**src/rtl/wash_control_pkg.sv**
```systemverilog
// Shared definitions for the washing-machine controller: state codes, LED bit
// positions, phase timing, and per-mode phase masks and BCD run totals.
package wash_control_pkg;

    typedef enum logic [2:0] {
        ST_OFF   = 3'd0,
        ST_BEGIN = 3'd1,
        ST_SET   = 3'd2,
        ST_RUN   = 3'd3,
        ST_ERR   = 3'd4,
        ST_PAUSE = 3'd5,
        ST_FIN   = 3'd6
    } state_e;

    localparam int D_SET_LED     = 9;
    localparam int D_PWR_LED     = 8;
    localparam int D_WASH_IN     = 7;
    localparam int D_WASH        = 6;
    localparam int D_RINSE_OUT   = 5;
    localparam int D_RINSE_SPIN  = 4;
    localparam int D_RINSE_IN    = 3;
    localparam int D_RINSE       = 2;
    localparam int D_DRY_OUT     = 1;
    localparam int D_DRY_SPIN    = 0;

    localparam logic [2:0] MODE_LAST = 3'd4;

    function automatic logic [3:0] phase_dur(input logic [2:0] idx);
        case (idx)
            3'd6:       return 4'd9;
            3'd2, 3'd0: return 4'd6;
            default:    return 4'd3;
        endcase
    endfunction

    function automatic logic [7:0] mode_mask(input logic [2:0] m);
        case (m)
            3'd1:    return 8'hC0;
            3'd2:    return 8'hFC;
            3'd3:    return 8'h3F;
            3'd4:    return 8'h03;
            default: return 8'hFF;
        endcase
    endfunction

    // Two-digit BCD sum of the durations of every phase in the mode.
    function automatic logic [7:0] mode_total(input logic [2:0] m);
        case (m)
            3'd1:    return 8'h12;
            3'd2:    return 8'h27;
            3'd3:    return 8'h24;
            3'd4:    return 8'h09;
            default: return 8'h36;
        endcase
    endfunction

    // {found, idx}: highest phase in mask whose index is strictly below 'from'.
    function automatic logic [3:0] phase_below(input logic [7:0] mask, input logic [3:0] from);
        logic [3:0] r;
        r = 4'd0;
        for (int i = 0; i < 8; i++)
            if (mask[i] && (4'(i) < from)) r = {1'b1, 3'(i)};
        return r;
    endfunction

endpackage

```
**src/rtl/wash_control_if.sv**
```systemverilog
// Key inputs and display/LED outputs of the wash controller.
interface wash_control_if;
    logic       tick;
    logic       powerKey;
    logic       startKey;
    logic       modeKey;
    logic       lidOpen;
    logic [2:0] state;
    logic [9:0] data;
    logic [5:0] outLeft;
    logic [5:0] outMiddle;
    logic [5:0] outRight;

    modport master (
        output tick, powerKey, startKey, modeKey, lidOpen,
        input  state, data, outLeft, outMiddle, outRight
    );
    modport slave (
        input  tick, powerKey, startKey, modeKey, lidOpen,
        output state, data, outLeft, outMiddle, outRight
    );
endinterface

```
**src/rtl/wash_control_bcd.sv**
```systemverilog
// Two-digit BCD down-counter with load and saturation at 00; exposes the
// value it will hold after the coming edge so callers can register outputs.
module bcd_down_counter (
    input  logic       cp,
    input  logic       rst,
    input  logic       i_load,
    input  logic [7:0] i_val,
    input  logic       i_dec,
    output logic [7:0] o_nxt
);
    logic [7:0] r_q;
    logic [7:0] w_dec_val;

    always_comb begin
        w_dec_val = r_q;
        if (r_q != 8'h00) begin
            if (r_q[3:0] == 4'd0) w_dec_val = {r_q[7:4] - 4'd1, 4'd9};
            else                  w_dec_val = {r_q[7:4], r_q[3:0] - 4'd1};
        end
        o_nxt = r_q;
        if (i_load)     o_nxt = i_val;
        else if (i_dec) o_nxt = w_dec_val;
    end

    always_ff @(posedge cp or posedge rst)
        if (rst) r_q <= 8'h00;
        else     r_q <= o_nxt;
endmodule

```
**src/rtl/wash_control.sv**
```systemverilog
// Washing-machine program controller: power/set/run/pause/error/finish FSM,
// phase sequencing and remaining-time display, all outputs registered.
module wash_control
    import wash_control_pkg::*;
(
    input  logic          cp,
    input  logic          rst,
    wash_control_if.slave bus
);
    state_e     r_state, w_state;
    logic [2:0] r_mode,  w_mode;
    logic [2:0] r_phase, w_phase;
    logic [3:0] r_pcnt,  w_pcnt;
    logic [1:0] r_tcnt,  w_tcnt;
    logic [9:0] r_data,  w_data;
    logic [5:0] r_left,  w_left;
    logic [5:0] r_mid,   w_mid;
    logic [5:0] r_right, w_right;
    logic       w_load, w_dec;
    logic [7:0] w_ldval, w_rem_nxt;
    logic [2:0] w_first;
    logic [3:0] w_nxt_ph;

    bcd_down_counter u_rem (
        .cp(cp), .rst(rst), .i_load(w_load), .i_val(w_ldval), .i_dec(w_dec), .o_nxt(w_rem_nxt)
    );

    // Every mode has at least one phase, so the first-phase lookup always hits.
    assign w_first  = 3'(phase_below(mode_mask(r_mode), 4'd8));
    assign w_nxt_ph = phase_below(mode_mask(r_mode), {1'b0, r_phase});

    always_comb begin
        w_state = r_state;
        w_mode  = r_mode;
        w_phase = r_phase;
        w_pcnt  = r_pcnt;
        w_tcnt  = r_tcnt;
        w_load  = 1'b0;
        w_ldval = mode_total(r_mode);
        w_dec   = 1'b0;
        if (bus.powerKey) begin
            w_tcnt = 2'd0;
            if (r_state == ST_OFF) begin
                w_state = ST_BEGIN;
            end else begin
                w_state = ST_OFF;
                w_mode  = 3'd0;
                w_phase = 3'd0;
                w_pcnt  = 4'd0;
            end
        end else begin
            case (r_state)
                ST_BEGIN: if (bus.tick) begin
                    if (r_tcnt == 2'd1) begin
                        w_state = ST_SET;
                        w_mode  = 3'd0;
                        w_tcnt  = 2'd0;
                        w_load  = 1'b1;
                        w_ldval = mode_total(3'd0);
                    end else w_tcnt = r_tcnt + 2'd1;
                end
                ST_SET: if (bus.startKey) begin
                    // Error entry also arms the first phase so a later resume has a phase to run.
                    w_state = bus.lidOpen ? ST_ERR : ST_RUN;
                    w_phase = w_first;
                    w_pcnt  = phase_dur(w_first);
                    w_load  = 1'b1;
                end else if (bus.modeKey) begin
                    w_mode  = (r_mode == MODE_LAST) ? 3'd0 : r_mode + 3'd1;
                    w_load  = 1'b1;
                    w_ldval = mode_total(w_mode);
                end
                ST_RUN: begin
                    if (bus.lidOpen)       w_state = ST_ERR;
                    else if (bus.startKey) w_state = ST_PAUSE;
                    else if (bus.tick) begin
                        w_dec = 1'b1;
                        if (r_pcnt == 4'd1) begin
                            if (w_nxt_ph[3]) begin
                                w_phase = w_nxt_ph[2:0];
                                w_pcnt  = phase_dur(w_nxt_ph[2:0]);
                            end else begin
                                w_state = ST_FIN;
                                w_pcnt  = 4'd0;
                                w_tcnt  = 2'd0;
                            end
                        end else w_pcnt = r_pcnt - 4'd1;
                    end
                end
                ST_PAUSE: if (!bus.lidOpen && bus.startKey) w_state = ST_RUN;
                ST_ERR:   if (!bus.lidOpen) w_state = ST_PAUSE;
                ST_FIN: if (bus.tick) begin
                    if (r_tcnt == 2'd2) begin
                        w_state = ST_OFF;
                        w_tcnt  = 2'd0;
                    end else w_tcnt = r_tcnt + 2'd1;
                end
                default: ;
            endcase
        end
    end

    // Output decode works on next-state values so the output flops track the state flops.
    always_comb begin
        w_data  = 10'd0;
        w_left  = 6'd0;
        w_mid   = 6'd0;
        w_right = 6'd0;
        w_data[D_PWR_LED] = (w_state != ST_OFF);
        case (w_state)
            ST_SET: begin
                w_data[D_SET_LED] = 1'b1;
                w_data[7:0]       = mode_mask(w_mode);
            end
            ST_RUN, ST_PAUSE, ST_ERR: w_data[7:0] = 8'd1 << w_phase;
            default: ;
        endcase
        if (w_state inside {ST_SET, ST_RUN, ST_PAUSE, ST_ERR}) begin
            w_left  = {3'd0, w_mode};
            w_mid   = {2'd0, w_rem_nxt[7:4]};
            w_right = {2'd0, w_rem_nxt[3:0]};
        end
    end

    always_ff @(posedge cp or posedge rst) begin
        if (rst) begin
            r_state <= ST_OFF;
            r_mode  <= 3'd0;
            r_phase <= 3'd0;
            r_pcnt  <= 4'd0;
            r_tcnt  <= 2'd0;
            r_data  <= 10'd0;
            r_left  <= 6'd0;
            r_mid   <= 6'd0;
            r_right <= 6'd0;
        end else begin
            r_state <= w_state;
            r_mode  <= w_mode;
            r_phase <= w_phase;
            r_pcnt  <= w_pcnt;
            r_tcnt  <= w_tcnt;
            r_data  <= w_data;
            r_left  <= w_left;
            r_mid   <= w_mid;
            r_right <= w_right;
        end
    end

    assign bus.state     = r_state;
    assign bus.data      = r_data;
    assign bus.outLeft   = r_left;
    assign bus.outMiddle = r_mid;
    assign bus.outRight  = r_right;
endmodule

```
**src/flat_wrapper.sv**
```systemverilog
// flat-port wrapper written by rule: the top's interface ports become plain ports
module wash_control_flat import wash_control_pkg::*;
  (cp, rst, bus_tick, bus_powerKey, bus_startKey, bus_modeKey, bus_lidOpen, bus_state, bus_data, bus_outLeft, bus_outMiddle, bus_outRight);
  wash_control_if bus_i ();
  input  logic cp;
  input  logic rst;
  input wire logic [$bits(bus_i.tick)-1:0] bus_tick;
  input wire logic [$bits(bus_i.powerKey)-1:0] bus_powerKey;
  input wire logic [$bits(bus_i.startKey)-1:0] bus_startKey;
  input wire logic [$bits(bus_i.modeKey)-1:0] bus_modeKey;
  input wire logic [$bits(bus_i.lidOpen)-1:0] bus_lidOpen;
  output wire logic [$bits(bus_i.state)-1:0] bus_state;
  output wire logic [$bits(bus_i.data)-1:0] bus_data;
  output wire logic [$bits(bus_i.outLeft)-1:0] bus_outLeft;
  output wire logic [$bits(bus_i.outMiddle)-1:0] bus_outMiddle;
  output wire logic [$bits(bus_i.outRight)-1:0] bus_outRight;
  assign bus_i.tick = bus_tick;
  assign bus_i.powerKey = bus_powerKey;
  assign bus_i.startKey = bus_startKey;
  assign bus_i.modeKey = bus_modeKey;
  assign bus_i.lidOpen = bus_lidOpen;
  assign bus_state = bus_i.state;
  assign bus_data = bus_i.data;
  assign bus_outLeft = bus_i.outLeft;
  assign bus_outMiddle = bus_i.outMiddle;
  assign bus_outRight = bus_i.outRight;
  wash_control u_core (.cp(cp), .rst(rst), .bus(bus_i));
endmodule
```
**config.mk**
```make
export PLATFORM = sky130hd
export DESIGN_NAME = wash_control_flat
export DESIGN_NICKNAME = d
export VERILOG_FILES = /design/src/rtl/wash_control_pkg.sv /design/src/rtl/wash_control_if.sv /design/src/rtl/wash_control_bcd.sv /design/src/rtl/wash_control.sv /design/src/flat_wrapper.sv
export SDC_FILE = /design/constraint.sdc
export NUM_CORES = 1
export LEC_CHECK = 0
export ABC_AREA = 0
export BUFFER_PORTS_ARGS = -buffer_cell sky130_fd_sc_hd__buf_4
export CORE_MARGIN = 8
export CORE_UTILIZATION = 30
export CTS_CLUSTER_DIAMETER = 200
export DETAILED_ROUTE_END_ITERATION = 16
export SLEW_MARGIN = 20
export SYNTH_ARGS = -nofsm -noshare
export SYNTH_HDL_FRONTEND = slang
export SYNTH_SLANG_ARGS = --single-unit
export TNS_END_PERCENT = 20
```
**constraint.sdc**
```tcl
create_clock -name cp -period 3.9 [get_ports cp]
set_input_delay 0.585 -clock cp [delete_from_list [all_inputs] [get_ports cp]]
set_output_delay 0.585 -clock cp [all_outputs]
set_load 0.02 [all_outputs]
```
### After elaboration in Yosys (flattened, before gate mapping)

Index checks and enable logic that the tools add are counted.

* eq/ne operators: 38
* muxes and demuxes: 99
* shift-type cells: 1
* reduce and logical (&&, ||, !) cells: 23
* order comparisons: 7
* add/sub/neg operators: 5

Operators with widths (count)
* $mux W3: 37
* $mux W4: 17
* $mux W8: 8
* $pmux W8 S4: 2
* $pmux W6 S4: 2
* $eq A3 B2 Y1 const B: 12
* $pmux W8 S2: 2
* $eq A3 B3 Y1 const B: 10
* $pmux W4 S2: 3
* $ne A3 B3 Y1 const B: 7
* $mux W2: 10
* $pmux W3 S6: 1
* $eq A3 B1 Y1 const B: 4
* $mux W1: 12
* $pmux W3 S2: 2
* $sub A4 B1 Y4 const B: 3
* $logic_not A3 Y1: 3
* $lt A3 B3 Y1 const A: 3
* $logic_and A1 B1 Y1: 8
* $reduce_and A8 Y1: 1
* $reduce_bool A4 Y1: 2
* $reduce_bool A8 Y1: 1
* $shl A1 B3 Y8 const A: 1
* $lt A1 B3 Y1 const A: 2
* other kinds (17): 20

* bits of input ports: 7
* output and inout port bits: 31
* register bits after elaboration: 44

### Logic depth before layout (Yosys ltp)

* depth in word-level cells: 20
* gate-level depth with buffers: 10

### By module

From an unflattened synthesis, not the netlist that was laid out.

* cells, all modules: 367
* area, all modules: 3213.1 um^2

By module, submodules not included
* wash_control: area an instance 2682.6 um^2, times used 1, sequential area each 900.9 um^2, cells each 308
* bcd_down_counter: area an instance 530.5 um^2, times used 1, sequential area each 200.2 um^2, cells each 59

### Least setup slack after synthesis

No wires, ideal clock.

* kind: flip-flop to flip-flop
* start point: register u_core.r_mode[0]
* end point: register u_core.r_mid[1], in the netlist u_core.bus.outMiddle[1]
* period minus slack after synthesis: 2.808 ns
* data arrival time: 2.713 ns
* cell stages (with the launch flop): 11
* setup slack: 1.092 ns
* path buffers: 1
* setup time: 0.094 ns
* path through: dfrtp_1 > ha_1 > ha_1 > or4b_1 > buf_2 > a21oi_4 > o2111ai_1 > a31oi_4 > xnor2_1 > nand2_1 > a211oi_1

* word-level cells in the longest chain between the ends: 20
* elaborated cells on any way between the ends: 47

RTL lines
* start: declaration: line wash_control.sv:11 `logic [2:0] r_mode, w_mode;`
* start signal: assignment: line wash_control.sv:138 `r_mode <= w_mode;`
* $eq A3 B3 Y1 (tied with other cells): line wash_control_pkg.sv:37, wash_control_pkg.sv:48, wash_control.sv:69
* $pmux W8 S4
* $logic_and A1 B1 Y1: line wash_control_pkg.sv:62 `if (mask[i] && (4'(i) < from)) r = {1'b1, 3'(i)};`
* $mux W4 (7 in a row): line wash_control_pkg.sv:62
* $mux W3: line wash_control.sv:79 `if (w_nxt_ph[3]) begin`
* $mux W3: line wash_control.sv:78 `if (r_pcnt == 4'd1) begin`
* $mux W3: line wash_control.sv:76 `else if (bus.tick) begin`
* $mux W3: line wash_control.sv:75 `else if (bus.startKey) w_state = ST_PAUSE;`
* $mux W3: line wash_control.sv:74 `if (bus.lidOpen) w_state = ST_ERR;`
* $pmux W3 S6: line wash_control.sv:52 `case (r_state)`
* $mux W3: line wash_control.sv:41 `if (bus.powerKey) begin`
* $eq A3 B2 Y1 / $eq A3 B3 Y1 (equally long branches): line wash_control.sv:118 `if (w_state inside {ST_SET, ST_RUN, ST_PAUSE, ST_ERR}) begin`
* $reduce_bool A4 Y1: line wash_control.sv:118
* $mux W4 *: line wash_control.sv:118
* net u_core.w_mid[1]: line wash_control.sv:17 `logic [5:0] r_mid, w_mid;`
* end signal: assignment: line wash_control.sv:144 `r_mid <= w_mid;`
* end: declaration: line wash_control.sv:17

Mark *: on every way through the listed nets, which the timed path passes. The rest lies on a longest branch.
A chain may end at the register's enable or synchronous reset.

### Worst setup path in the final report

Same ends and word-level chain as after synthesis.

==> metrics.md <==
| Metric | Value |
|---|---|
| Adder-cell area share of the yosys netlist | between 4 and 5% |
| NetSw | roughly 1.0 mW |
| Total CTS buffers | 5 |
| Mapped Cells | 360 |
| Util after Layout | 34.63% |
| Final period util | 84.87% |
| Core Region | 10,180 sq um |
| Unrepaired setup endpoints after global routing | no |
| Crit path from | u_core.r_mode[0] |
| First-pass GRT wire length | approximately 14,000 um |
| # DRC | 0 |
| Top_reg_cell synth | dfrtp_1 |
| Htree depth | 2 |
| FF-to-FF setup slack | around 0.6 ns |
| Post-Synth XOR/XNOR Area | ~2.3% |
| Fillers | around 1,100 |
| Post-synthesis compound-gate area fraction | about a quarter |
| Cts repair resizes | 0 |
| Final Skew | slightly below 0.01 ns |
| Capture point of the worst reg-to-reg path | u_core.bus.outMiddle[1] |
| Post-synthesis cell type count | approximately 70 |
| Cell taking the most area after synthesis | dfrtp_1 |
| Avg WL per Cell | around 16 um |
| Number of I/O port buffers | 30 |
| Pwr/cell area | 623.0 nW/um^2 |
| Worst-Skew Late Latency | approximately 0.30 ns |
| Diode count | 0 |
| Clock Sink Count | 44 |
| Post-synthesis mux area share | 0% |
| Overall routed net length | about 8500 um |
| Number of vias per cell | 5.528 |
| Row Count | 37 |
| Dominant cells by area after synthesis | dfrtp_1 36%, ha_1 4.4%, nand2_1 4.2% |
| Clk pin slew, worst setup/hold paths | approximately 0.09 ns |
| Hold Vio Cnt, Final | 0 |
| CTS tree | yes |
| Die area | 13,830 sq um |
| Max FO, Critical Path | 10 |
| Max-Cap Viols | 0 |
| Final Wtd Congestion | between 0.9 and 1 |
| Total power | 2.198 mW |
| Vias in the first global route | approximately 2,700 |
| Pins Over Slew Limit | 0 |
| Register bit total from synthesis | 44 |
| Main combinational cell family by area after synthesis | compound AO/OA/AOI/OAI gates |
| Worst hold path type | in -> async |
| Total number of vias | 2,891 |
| Sequential Power Share | roughly a third |
| Seq/Total Area, Yosys | between 30% and 40% |
| Remaining Overflow, GRT | 0 |
| Die W | roughly 120 um |
| Hold_buf cts | 0 |
| Critical path launch point type | register |
| Largest net degree at the start of global routing | 45 |
| Total GRT Usage | 11.90% |
| Nets@finish | 404 |
| Outcome | finished, final reports clean |
| Top cell type's share of synthesized area | between 30% and 40% |
| Syn Std Cell Area | approximately 3100 sq um |
| Post-synth EDFFs | 0 |
| Final hold slack | 0.4912 ns |
| FMAX | a little over 300 MHz |
| Antenna violations before repair | 0 |
| Max-slew headroom | a little over a third |
| DP HPWL | between 6000 and 7000 um |
| Sw frac | between 40% and 50% |
| DRT Pass-1 Iters | 5 |
| Share of layout cells above drive strength 1 | 15.50% |
| Initial DRC Count | 308 |
| Final ANT Viol Nets | 0 |
| Clock power frac | a little over an eighth |
| Height of the die | 117.6 um |
| Reg2Reg Depth | 9 |
| Setup TNS | 0 ns |
| Post-Synth Simple-Gate Area | between 20% and 30% |
| Clock Tree Root | clkbuf_8 |
| Yosys warnings | 0 |
| Maximum buffer depth of the clock tree | 2 |
| Setup bufs post-CTS | 0 |
| Final worst path period need | between 3 and 4 ns |
| Critical path arrival | 3.51 ns |
| Worst setup EP type | register |
| Least-Margin Pin Slew | around 0.97 ns |
| Internal power | between 1 and 1.5 mW |
| Maximum VDD drop | 0.0001807 V |
| Setup violators final | 0 |
| WS Path Type | reg -> reg |
| Reg2Reg Launch Point | u_core.r_mode[0] |
| Worst EP required | about 4.1 ns |
| Logic pwr share | a little over half |
| Leakage | approximately 1.5 nW |
| Layout area overhead | 13.85% |
| Initial core utilization | a little under a third |
| Fraction of registers with async set/reset | 100.0% |
| Mean Syn Cell Area | between 8 and 9 sq um |
| I/O pin total | 38 |
## power by group through the flow
stage | combinational, mW | sequential [mW] | clock [mW]
3_3_place_gp | 1.14 | 0.737 | 0
5_1_grt | 1.28 | 0.757 | 0.327
2_1_floorplan | 0.821 | 0.731 | 0
6_report | 1.16 | 0.734 | 0.301
3_5_place_dp | 1.15 | 0.740 | 0
4_1_cts | 1.16 | 0.731 | 0.314
## Yosys cell counts (all sizes together) (4+ instances only)
cell type and number:
nor3 14, nand3 6, nand2 35, dfrtp 44
nor2 34, ha 11, a31oi 8, o22ai 7
a21oi 24, o31ai 9, inv 22, nand2b 4
xnor2 5, clkbuf 6, nor2b 10, o21ai 20
nor4 5, a2bb2oi 4, nand3b 6, or3 4
o41ai 5, buf 15, a211oi 6, nor3b 4
## per-layer routing
layer,up-vias,wire (um),GRT usage (%)
met5,-,0,0
met4,0,124,3.042
met3,13,576,2.782
met2,110,3881,18.61
met1,1403,3915,16.09
li1,1365,-,-
## logic make-up (layout without fill, tap and decap cells)
group | after synthesis | after routing
AND/OR/NAND/NOR | 142 | 142
AO/OA/AOI/OAI | 111 | 111
flip-flops | 44 | 44
buffers and inverters | 43 | 64
adder cells (fa/ha/maj) | 11 | 11
XOR/XNOR | 8 | 8
other | 1 | 7
## final cells by class
class	count	area (sq um)	share of cell area [%]
inverters	22	82.58	2.341
clock buffers	6	82.58	2.341
repair buffers	34	255.2	7.237
clock inverters	2	15.01	0.4257
flip-flops and latches	44	1101	31.22
well taps	136	170.2	4.824
multi-input cells	279	1821	51.61
## worst max-delay path, stage by stage (launching register included)
cell and delay (ns):
dfrtp_1 0.49, ha_1 0.25, ha_1 0.25, or4b_1 0.68
a21oi_4 0.25, o2111ai_1 0.24, a31oi_4 0.30, xnor2_1 0.18
nand2_1 0.27, a211oi_1 0.28
## worst max-delay path by stage
stage                              end  slack, ns
5_1_grt        u_core.bus.outMiddle[1]       0.39
3_3_place_gp   u_core.bus.outMiddle[1]       0.77
6_report       u_core.bus.outMiddle[1]       0.59
4_1_cts        u_core.bus.outMiddle[1]       0.59
3_5_place_dp   u_core.bus.outMiddle[1]       0.62
2_1_floorplan  u_core.bus.outMiddle[1]       1.09
## registers in the layout (all words and copies together), names as in the netlist
name,count
u_core.bus.data,10
u_core.bus.outLeft,3
u_core.bus.outMiddle,4
u_core.bus.outRight,4
u_core.bus.state,3
u_core.r_mode,3
u_core.r_pcnt,4
u_core.r_phase,3
u_core.r_tcnt,2
u_core.u_rem.r_q,8
## stage by stage
| stage | area [sq um] | setup WS (ns) | std cells |
|---|---|---|---|
| 6_report | 3527 | 0.5899 | 523 |
| 5_1_grt | 3527 | 0.3945 | 523 |
| 4_1_cts | 3527 | 0.5907 | 523 |
| 3_5_place_dp | 3430 | 0.6196 | 515 |
| 3_3_place_gp | 3430 | 0.7702 | 515 |
| 2_1_floorplan | 3120 | 1.092 | 366 |
## cells in the final DEF (no fill, tap or decap), types with 9 or more instances in the layout
master   synthesis  routed
nor2b_1         10      10
nor3_1          14      14
o31ai_1          9       9
buf_4            8      34
nand2_1         35      35
nor2_1          34      34
a21oi_1         22      22
dfrtp_1         44      44
inv_1           21      20
o21ai_0         18      18
ha_1            11      11
(Power assumes the default switching activity.)
